===== config.mk =====
export PLATFORM = sky130hd
export DESIGN_NAME = inorder_bitvector_drain
export DESIGN_NICKNAME = d
export VERILOG_FILES = /design/src/rtl/valid_bitvector_pkg.sv /design/src/rtl/inorder_bitvector_drain.sv
export SDC_FILE = /design/constraint.sdc
export NUM_CORES = 1
export LEC_CHECK = 0
export CAP_MARGIN = 20
export CORE_UTILIZATION = 33
export CTS_CLUSTER_SIZE = 14
export DETAILED_ROUTE_END_ITERATION = 8
export PLACE_DENSITY = 0.78
export REMOVE_ABC_BUFFERS = 1
export SLEW_MARGIN = 20
export SYNTH_ARGS = -nofsm -noshare
export SYNTH_HDL_FRONTEND = slang
export SYNTH_SLANG_ARGS = --single-unit

===== constraint.sdc =====
create_clock -name clk -period 2 [get_ports clk]
set_input_delay 0.4 -clock clk [delete_from_list [all_inputs] [get_ports clk]]
set_output_delay 0.4 -clock clk [all_outputs]
set_load 0.01 [all_outputs]

===== src/rtl/valid_bitvector_pkg.sv =====
// Shared typedefs for the valid-bitvector slot tracker and its in-order drain.
package valid_bitvector_pkg;

  typedef enum logic {
    WAIT    = 1'b0,
    PRESENT = 1'b1
  } drain_state_e;

endpackage


===== src/rtl/inorder_bitvector_drain.sv =====
// Drains set slots of a valid bitvector strictly in index order from a head pointer,
// presenting each slot to a consumer and pulsing a clear back to the writer on accept.
module inorder_bitvector_drain
  import valid_bitvector_pkg::*;
#(
  parameter int BITVECTOR_SIZE    = 64,
  parameter int BITVECTOR_INDEX_W = $clog2(BITVECTOR_SIZE)
) (
  input  logic                         clk,
  input  logic                         rst,
  input  logic [BITVECTOR_SIZE-1:0]    valid_bitvector,
  output logic                         clear_val,
  output logic [BITVECTOR_INDEX_W-1:0] clear_index,
  output logic                         drain_val,
  output logic [BITVECTOR_INDEX_W-1:0] drain_index,
  input  logic                         drain_rdy,
  input  logic                         restart_val,
  input  logic [BITVECTOR_INDEX_W-1:0] restart_index,
  output logic [BITVECTOR_INDEX_W-1:0] head_ptr,
  output logic                         head_wrap
);

  localparam logic [BITVECTOR_INDEX_W-1:0] LAST_SLOT = BITVECTOR_INDEX_W'(BITVECTOR_SIZE - 1);
  localparam logic [BITVECTOR_INDEX_W:0]   SIZE_EXT  = (BITVECTOR_INDEX_W + 1)'(BITVECTOR_SIZE);

  drain_state_e                 state;
  drain_state_e                 next_state;
  logic [BITVECTOR_INDEX_W-1:0] head;
  logic                         wrap;
  logic [BITVECTOR_INDEX_W-1:0] drain_slot;
  logic [BITVECTOR_INDEX_W-1:0] head_inc;
  logic [BITVECTOR_INDEX_W-1:0] restart_head;
  logic                         head_bit;
  logic                         at_last;

  assign head_bit     = valid_bitvector[head];
  assign at_last      = (head == LAST_SLOT);
  // Explicit wrap: the index width may cover more values than there are slots.
  assign head_inc     = at_last ? '0 : head + BITVECTOR_INDEX_W'(1);
  assign restart_head = ({1'b0, restart_index} >= SIZE_EXT) ? '0 : restart_index;

  always_ff @(posedge clk) begin
    if (!rst) state <= WAIT;
    else      state <= next_state;
  end

  always_comb begin
    next_state = state;
    if (restart_val) begin
      next_state = WAIT;
    end else begin
      case (state)
        WAIT:    if (head_bit)  next_state = PRESENT;
        PRESENT: if (drain_rdy) next_state = WAIT;
        default: next_state = WAIT;
      endcase
    end
  end

  // Outputs are gated by rst so nothing is presented or cleared in a reset cycle.
  always_comb begin
    drain_val   = rst && (state == PRESENT);
    clear_val   = drain_val && drain_rdy && !restart_val;
    clear_index = drain_slot;
  end

  always_ff @(posedge clk) begin
    if (!rst) begin
      head       <= '0;
      wrap       <= 1'b0;
      drain_slot <= '0;
    end else if (restart_val) begin
      head <= restart_head;
      wrap <= 1'b0;
    end else begin
      if (clear_val) begin
        head <= head_inc;
        if (at_last) wrap <= ~wrap;
      end
      if (state == WAIT && head_bit) drain_slot <= head;
    end
  end

  assign drain_index = drain_slot;
  assign head_ptr    = head;
  assign head_wrap   = wrap;

endmodule


==> results.cfg, run 1 <==
[cts]
htree_levels = 1
cts_buffer_depth = 2
clockRootBuffer = clkbuf_8
clkLatencyLatePin_ns = 0.25
clock-sinks = 14
path_clk_slew_ns = 0.06
cts_buffers = 3
cts_tree = yes

[route]
detail-route-antenna-nets = 0
drc = 0
dr.pass1.iters = 4
vias = 1707
vias_per_cell = 5.24
drt_iter0_drc = 55
totalWireLength_mm = 4.93
routedWlPerCell_um = 15.1

[global_route]
grt_pass1_vias = 1644
grt_max_degree = 21
grt_pass1_wl_mm = 7.43
overflow = 0
grtUsageTotal_pct = 21.6
antenna_found_initial = 0

[worst_setup_path]
path_class = flip-flop to flip-flop
startpoint_type = flip-flop
path_cells = bufbuf_16 > mux2i_1 > a22oi_1 > nand3_2 > and4_4 > a2111oi_4 > buf_6 > mux2i_1
r2r-start = head_ptr[0]
cp.buffers_inverters = 2
critPathMaxFanout = 10
critical-path-top-delay-family = compound AO/OA/AOI/OAI gates
slowest_stage = dfxtp_4
cpPeakStageDelay_ns = 0.38
worst-endpoint-required_ns = 2.18
worstSetupEndpointType = flip-flop
cp_common_cell = mux2i_1
startpoint = head_ptr[0]
cp.arrival_ns = 2.21

[floorplan]
num_rows = 23
io_pins = 95
die_width_um = 67.9
die_y_um = 67.9
start_util_pct = 35.1
dieArea_um2 = 4610
core_um2 = 4090

[logic_synthesis]
ys_async_sr_fraction_pct = 0
synthCells = 172
seq_area_frac_synth_pct = 19.5
synthAdderAreaFrac_pct = 0.873
ys_types = 36
ys_seq_elements = 14
ys_warn_count = 0
yosys.area_share.simple_pct = 21.7
synth_xor_area_share_pct = 1.83
syn_area_um2 = 1430
synth_compound_area_share_pct = 17.0
synth-edff-count = 0
synth_ff_type = dfxtp_1
synth_mux_area_share_pct = 28.1
synth_top_family_by_area = multiplexers
avgSynthCellArea_um2 = 8.34

[cells_and_area]
design_area_um2 = 2690
area_growth_syn_to_layout_pct = 87.4
drive_gt1_share_pct = 20.3
nets = 352
antennaDiodeCount = 0
layout_common_cells = 89 x clkdlybuf4s50_1, 28 x nand2_1, 25 x mux2i_1, 21 x buf_4, 12 x dfxtp_1
mostFrequentLayoutCell = clkdlybuf4s50_1

[run]
maxCapViolCount = 0

[placement]
place_congestion = 0.818
place_area_um2 = 2500
port_buffers = 94
hpwl_mm = 3.60

[timing]
hold_viol = 0
clock_skew_ns = 0.00204
tightest_slew_ns = 0.373
drv_slew = 0
setup_viol = 6
period_minus_slack_ns = 2.03
fmax_ghz = 0.492
fin_ws_ns = -0.0331
slew_headroom_pct = 75.1
rsz0062_at_grt = yes
whs_ns = 0.474
fin_crit_sh_pct = 102

[min_path]
min-delay-start = clear_index[2]
min_path_type = flip-flop to flip-flop

[pwr]
powerDensity_nw_per_um2 = 402
leakage_nw = 1.05
irDropWorstVdd_mv = 0.291

[outcome]
status = finished, violations left
violations = negative setup slack
-- cells in the mapped netlist (2+ instances only) --
| cell | count | area share (%) |
|---|---|---|
| mux2_2 | 8 | 6.3 |
| nor2b_1 | 2 | 0.87 |
| o21ai_0 | 7 | 2.4 |
| clkbuf_1 | 9 | 2.4 |
| a22oi_1 | 5 | 2.6 |
| buf_12 | 2 | 2.8 |
| a222oi_1 | 2 | 1.4 |
| xor2_1 | 3 | 1.8 |
| nor3_1 | 3 | 1.0 |
| buf_2 | 3 | 1.0 |
| nand2b_1 | 6 | 2.6 |
| dfxtp_1 | 14 | 20 |
| and4_1 | 2 | 1.2 |
| and2_1 | 7 | 3.1 |
| buf_4 | 7 | 3.7 |
| mux2i_1 | 26 | 18 |
| a211oi_1 | 2 | 1.0 |
| nand3_1 | 5 | 1.7 |
| and3_1 | 2 | 0.87 |
| nor2_1 | 6 | 1.6 |
| nand2_1 | 28 | 7.3 |
| a21oi_1 | 8 | 2.8 |
| mux4_1 | 2 | 3.7 |
-- what timing repair did --
item / in CTS / in global routing
pin swaps: 12 / 6
setup buffers: 2 / 0
hold endpoints to repair: 0 / 0
hold buffers: 0 / 0
endpoints found under the setup margin: 9 / 10
gates resized for setup: 14 / 11
gates cloned: 2 / 0
-- final timing paths --
| kind | end | slack, ns | cells past startpoint |
|---|---|---|---|
| max | clear_index[0] | -0.03 | 8 |
| min | clear_index[2] | 0.47 | 2 |
| max reg2reg | clear_index[0] | -0.03 | 8 |
| min reg2reg | clear_index[2] | 0.47 | 2 |
-- flip-flops by register name, indices dropped and copies added, names as in the netlist --
register,flops
head_ptr,6
clear_index,6
head_wrap,1
state,1
-- per-stage QoR --
stage	setup TNS (ns)	cells	util (%)	total power, mW	setup slack, ns
5_1_grt	-0.528	326	65.8	1.13	-0.102
3_5_place_dp	-2.99	319	61.1	0.759	-0.412
3_3_place_gp	-2.43	319	61.1	0.750	-0.334
4_1_cts	-0.216	326	64.9	1.07	-0.0475
6_report	-0.126	326	65.8	1.08	-0.0331
2_1_floorplan	-7.91	150	-	0.485	-0.956
-- routing by layer --
| layer | wire length, um | share of wire [%] | vias up | global-route usage, % |
|---|---|---|---|---|
| li1 | - | - | 822 | - |
| met1 | 1920 | 39 | 792 | 23.8 |
| met3 | 456 | 9.3 | 11 | 4.50 |
| met2 | 2460 | 50 | 82 | 41.1 |
| met5 | 0 | 0 | - | 0 |
| met4 | 87 | 1.8 | 0 | 6.51 |
-- tightest hold or removal path, cell delays in order (launching register included) --
cell,delay (ns)
dfxtp_1,0.32
nand2_1,0.05
mux2i_1,0.05
-- cell type report --
cell class	count	area, um^2
Tap cell	50	62.6
Inverter	1	3.75
Multi-Input combinational cell	135	1040
Fill cell	338	1400
Sequential cell	14	285
Timing Repair Buffer	122	1240
Clock buffer	4	55.1
-- report_power, final --
group / switching, mW / total, mW / internal (mW)
Combinational: 0.165 / 0.486 / 0.320
Sequential: 0.0202 / 0.313 / 0.293
Clock: 0.108 / 0.283 / 0.175
Total: 0.294 / 1.08 / 0.788
-- logic make-up (layout without fill, tap and decap cells) --
logic type / Yosys count / after routing
and+or+nand+nor: 64 / 64
muxes: 36 / 36
adders and majority gates: 1 / 1
buffers and inverters: 23 / 127
xor gates and xnor gates: 3 / 3
DFF: 14 / 14
AOI/OAI and AO/OA: 31 / 31
No activity file was read; power rests on OpenSTA's default activity.
==> inputs of run 2 (changes only) <==
--- a/config.mk
+++ b/config.mk
@@ -6,10 +6,10 @@
 export NUM_CORES = 1
 export LEC_CHECK = 0
 export CAP_MARGIN = 20
-export CORE_UTILIZATION = 33
+export CORE_UTILIZATION = 28
 export CTS_CLUSTER_SIZE = 14
 export DETAILED_ROUTE_END_ITERATION = 8
-export PLACE_DENSITY = 0.78
+export PLACE_DENSITY = 0.68
 export REMOVE_ABC_BUFFERS = 1
 export SLEW_MARGIN = 20
 export SYNTH_ARGS = -nofsm -noshare
==> results.cfg, run 2 (same netlist as run 1, synthesis figures left out) <==
[outcome]
status = finished, violations left
violations = negative setup slack

[worst_setup_path]
critical-path-top-delay-family = compound AO/OA/AOI/OAI gates
cp.arrival_ns = 2.28
startpoint_type = flip-flop
critPathMaxFanout = 8
slowest_stage = o32a_4
cpPeakStageDelay_ns = 0.39
cp.buffers_inverters = 3
worstSetupEndpointType = flip-flop
worst-endpoint-required_ns = 2.17
path_cells = buf_12 > clkbuf_16 > mux2i_1 > a22oi_2 > a21oi_1 > o32a_4 > buf_6 > or4_1 > o21ai_1
r2r_setup_slack_ns = -0.11
path_class = flip-flop to flip-flop

[route]
dr.pass1.iters = 4
vias_per_cell = 4.68
drt_iter0_drc = 66
routedWlPerCell_um = 13.5
detail-route-antenna-nets = 0
drc = 0
totalWireLength_mm = 4.75
vias = 1644

[global_route]
grt_max_degree = 21
grt_pass1_wl_mm = 6.90
grt_pass1_vias = 1562
antenna_found_initial = 0
overflow = 0
grtUsageTotal_pct = 16.6

[pwr]
irDropWorstVdd_mv = 0.231
p_sw_mw = 0.272
p_sw_share_pct = 26.7
powerDensity_nw_per_um2 = 375
p_int_mw = 0.749
leakage_nw = 1.04
finalPower_mw = 1.02
power_frac_comb_pct = 47.7
pwr-share-clk_pct = 22.2
seqPwrFrac_pct = 30.1

[timing]
fmax_ghz = 0.473
whs_ns = 0.482
tightest_slew_ns = 0.332
slew_headroom_pct = 77.8
period_minus_slack_ns = 2.11
drv_slew = 0
fin_ws_ns = -0.114
setup_viol = 7
rsz0062_at_grt = yes
clock_skew_ns = 0.00344
hold_viol = 0
fin_crit_sh_pct = 106

[cts]
clock-sinks = 14
cts_buffers = 3
path_clk_slew_ns = 0.06
cts_tree = yes
clkLatencyLatePin_ns = 0.24
htree_levels = 1
cts_buffer_depth = 2
clockRootBuffer = clkbuf_8

[cells_and_area]
layout_common_cells = 92 x clkdlybuf4s50_1, 29 x buf_4, 28 x nand2_1, 26 x mux2i_1, 13 x dfxtp_1
area_growth_syn_to_layout_pct = 89.9
drive_gt1_share_pct = 20.4
nets = 361
mostFrequentLayoutCell = clkdlybuf4s50_1
antennaDiodeCount = 0
final_util_pct = 56.5

[floorplan]
start_util_pct = 29.8
num_rows = 25
die_width_um = 73.6
core_um2 = 4820
io_pins = 95
die_y_um = 73.6
dieArea_um2 = 5410

[placement]
place_congestion = 0.758
port_buffers = 94
hpwl_mm = 3.64
pre_cts_slack_ns = -0.418

[min_path]
min_path_type = flip-flop to flip-flop

[run]
maxCapViolCount = 0
[run 2: cell count changes in the layout (fill, tap and decap cells not counted), sizes merged]
| cell | previous run | this run |
|---|---|---|
| buf | 26 | 36 |
| bufbuf | 2 | 0 |
| clkdlybuf4s50 | 89 | 92 |
| dlymetal6s2s | 3 | 0 |
[run 2: routing by layer]
layer	global-route usage [%]	vias to the layer above	share of wire, %
met5	0	-	0
met4	5.13	0	0.93
met3	3.57	5	11
met2	29.3	82	46
met1	20.1	720	43
li1	-	837	-
[run 2: area by class of cell]
type,count,area [um^2]
fill,454,2090
tap,67,83.8
sequential,14,284
multi-input combinational,135,1010
clock buffer,3,41.3
inverter,1,3.75
timing repair buffer,131,1290
[run 2: path summary, 6_finish.rpt]
| path | depth (start not counted) | to | startpoint |
|---|---|---|---|
| hold / removal | 2 | clear_index[3] | clear_index[3] |
| hold reg to reg | 2 | clear_index[3] | clear_index[3] |
| setup / recovery | 9 | clear_index[5] | head_ptr[0] |
| setup reg to reg | 9 | clear_index[5] | head_ptr[0] |
[run 2: what timing repair did]
item / in CTS / in global routing
cloned: 0 / 1
buffers inserted: 1 / 6
resized for setup: 7 / 9
endpoints found under the setup margin: 9 / 7
pin swaps: 4 / 11
hold buffers: 0 / 0
[run 2: through the flow]
| stage | instance area, um^2 | setup TNS [ns] | cells |
|---|---|---|---|
| 3_5_place_dp | 2560 | -2.95 | 341 |
| 5_1_grt | 2720 | -1.32 | 351 |
| 2_1_floorplan | 1280 | -7.91 | 150 |
| 3_3_place_gp | 2560 | -2.73 | 341 |
| 4_1_cts | 2610 | -0.801 | 345 |
| 6_report | 2720 | -0.661 | 351 |
[run 2: worst register-to-register path, stage by stage (launching register included)]
cell       delay (ns)
dfxtp_4          0.36
buf_12           0.12
clkbuf_16        0.15
mux2i_1          0.13
a22oi_2          0.18
a21oi_1          0.09
o32a_4           0.39
buf_6            0.13
or4_1            0.39
o21ai_1          0.09
[run 2: power by group through the flow]
| stage | clock [mW] | sequential [mW] | combinational [mW] |
|---|---|---|---|
| finish | 0.226 | 0.308 | 0.487 |
| CTS | 0.233 | 0.308 | 0.457 |
| global route | 0.254 | 0.310 | 0.523 |
| global placement | 0 | 0.313 | 0.447 |
| detailed placement | 0 | 0.314 | 0.450 |
| floorplan | 0 | 0.338 | 0.147 |
==> inputs of run 3 (changes only) <==
--- a/config.mk
+++ b/config.mk
@@ -5,11 +5,10 @@
 export SDC_FILE = /design/constraint.sdc
 export NUM_CORES = 1
 export LEC_CHECK = 0
-export CAP_MARGIN = 20
+export ABC_AREA = 1
 export CORE_UTILIZATION = 28
 export CTS_CLUSTER_SIZE = 14
 export DETAILED_ROUTE_END_ITERATION = 8
-export PLACE_DENSITY = 0.68
 export REMOVE_ABC_BUFFERS = 1
 export SLEW_MARGIN = 20
 export SYNTH_ARGS = -nofsm -noshare
==> constraint.sdc (replaced) <==
create_clock -name clk -period 1.8 [get_ports clk]
set_input_delay 0.36 -clock clk [delete_from_list [all_inputs] [get_ports clk]]
set_output_delay 0.36 -clock clk [all_outputs]
set_load 0.01 [all_outputs]
==> results.cfg, run 3 <==
[cts]
path_clk_slew_ns = 0.06
clock-sinks = 14
cts_buffer_depth = 2
cts_buffers = 3
cts_tree = yes
htree_levels = 1
clkLatencyLatePin_ns = 0.25
clockRootBuffer = clkbuf_8

[timing]
rsz0062_at_grt = yes
fmax_ghz = 0.564
whs_ns = 0.464
fin_crit_sh_pct = 98.4
tightest_slew_ns = 0.302
fin_ws_ns = 0.0281
setup_tns_ns = 0
period_minus_slack_ns = 1.77
clock_skew_ns = 0.000914
setup_viol = 0
hold_viol = 0
drv_slew = 0
slew_headroom_pct = 79.8

[cells_and_area]
nets = 477
drive_gt1_share_pct = 15.5
antennaDiodeCount = 0
area_growth_syn_to_layout_pct = 76.3
mostFrequentLayoutCell = clkdlybuf4s50_1
fin_cells = 472
layout_common_cells = 92 x clkdlybuf4s50_1, 81 x nand2_1, 57 x inv_1, 48 x nand3_1, 19 x buf_4

[pwr]
p_sw_share_pct = 34.0
p_sw_mw = 0.450
finalPower_mw = 1.32
power_frac_comb_pct = 52.7
pwr-share-clk_pct = 19.7
powerDensity_nw_per_um2 = 460
leakage_nw = 1.36
p_int_mw = 0.874
irDropWorstVdd_mv = 0.329
seqPwrFrac_pct = 27.6

[global_route]
grt_pass1_wl_mm = 9.14
grtUsageTotal_pct = 18.4
grt_max_degree = 27
grt_pass1_vias = 2042
antenna_found_initial = 0
overflow = 0

[floorplan]
core_um2 = 5570
start_util_pct = 29.3
die_y_um = 78.4
die_width_um = 78.4
dieArea_um2 = 6150
num_rows = 27
io_pins = 95

[min_path]
whs_endpoint = head_wrap
min_path_type = flip-flop to flip-flop
min_path_cells = 2
min-delay-start = head_wrap

[placement]
pre_cts_slack_ns = -0.302
hpwl_mm = 4.05
place_congestion = 0.802
dp.cells = 461
port_buffers = 94

[logic_synthesis]
ys_seq_elements = 14
yosys-top-cells-count = 88 x nand2_1, 61 x inv_1, 55 x nand3_1
ys_async_sr_fraction_pct = 0
avgSynthCellArea_um2 = 5.50
synth_area_leaders = nand2_1 20%, dfxtp_1 17%, nand3_1 17%
ys_types = 27
synth_top_area_share_pct = 20.2
synth-edff-count = 0
synthCells = 297
seq_area_frac_synth_pct = 17.2
ys_warn_count = 0
synth.most_common_cell = nand2_1
syn_area_um2 = 1630
synth_ff_type = dfxtp_1
yosysTopAreaCell = nand2_1

[worst_setup_path]
startpoint_type = flip-flop
r2r-end = clear_index[0]
r2r_setup_slack_ns = 0.05
cpPeakStageDelay_ns = 0.57
critPathMaxFanout = 12
worst-endpoint-required_ns = 1.44
slowest_stage = clkdlybuf4s50_1
reg2regPathDepth = 13
path_class = flip-flop to output port
r2r-start = head_ptr[0]
path_cells = buf_4 > clkdlybuf4s50_1
cp.arrival_ns = 1.41
cp.buffers_inverters = 2
critical-path-top-delay-family = buffers and inverters
worstSetupEndpointType = output port

[route]
detail-route-antenna-nets = 0
totalWireLength_mm = 5.52
vias = 2146
routedWlPerCell_um = 11.7
drt_iter0_drc = 49
dr.pass1.iters = 4
vias_per_cell = 4.55
drc = 0

[outcome]
status = finished, final reports clean

[run]
maxCapViolCount = 0
-- run 3: cell types whose count changed after synthesis, moves of 6 or more --
cell	previous run	this run
nand2_1	28	88
mux2i_1	26	0
nand2b_1	6	0
mux2_2	8	0
or2_0	0	6
nor2_1	6	13
clkbuf_1	9	0
o211ai_1	0	6
inv_1	1	61
and2_1	7	0
nand3_1	5	55
-- run 3: worst max-delay path by stage --
stage           startpoint        endpoint  slack, ns  cells past startpoint
2_1_floorplan  head_ptr[0]  clear_index[2]      -0.44                     12
3_3_place_gp           rst       clear_val      -0.31                      6
3_5_place_dp           rst       clear_val      -0.30                      6
4_1_cts        head_ptr[0]  clear_index[0]       0.02                     12
5_1_grt        head_ptr[0]  clear_index[0]      -0.06                     13
6_report       head_ptr[2]     head_ptr[2]       0.03                      2
-- run 3: cell families after synthesis --
family                     count (synthesis)  synth area share [%]
and+or+nand+nor                          175                  48.7
buffers and inverters                     86                  25.0
AOI/OAI and AO/OA                         19                  7.27
DFF                                       14                  17.2
xor gates and xnor gates                   2                  1.07
adders and majority gates                  1                 0.766
-- run 3: final cells by class --
class / count / area, um^2
timing repair buffer: 120 / 1180
fill: 590 / 2690
multi-input combinational: 197 / 1020
clock buffer: 3 / 41.3
sequential: 14 / 284
inverter: 66 / 267
tap: 72 / 90.1
-- run 3: layer usage --
metal  vias to the layer above  track usage, %  wire [um]
li1                       1121               -          -
met1                       942            23.1       2540
met2                        79            33.6       2600
met3                         4            2.91        364
met4                         0            2.22         21
met5                         -               0          0
-- run 3: power by group through the flow --
stage / Combinational (mW) / Sequential, mW / Clock, mW
after floorplan: 0.241 / 0.405 / 0
after global placement: 0.622 / 0.368 / 0
after detailed placement: 0.626 / 0.369 / 0
after CTS: 0.630 / 0.363 / 0.265
after global routing: 0.767 / 0.369 / 0.288
final: 0.697 / 0.365 / 0.261
-- run 3: per-stage QoR --
| step | instance area (um^2) | utilization (%) |
|---|---|---|
| floorplan | 1480 | - |
| global placement | 2660 | 47.7 |
| detailed placement | 2660 | 47.7 |
| CTS | 2700 | 48.5 |
| global route | 2880 | 51.7 |
| finish | 2880 | 51.7 |
-- run 3: timing repair --
action | in CTS | in global routing
hold buffers | 0 | 0
cloned | 0 | 1
endpoints found under the setup margin | 9 | 10
pin swaps | 0 | 20
buffers inserted | 0 | 7
gates resized for setup | 6 | 36
-- run 3: worst min-delay path, delay by kind of cell (launching register included) --
family / cells / cell delay (ns)
AOI/OAI and AO/OA: 1 / 0.05
DFF: 1 / 0.31
buffers and inverters: 1 / 0.06
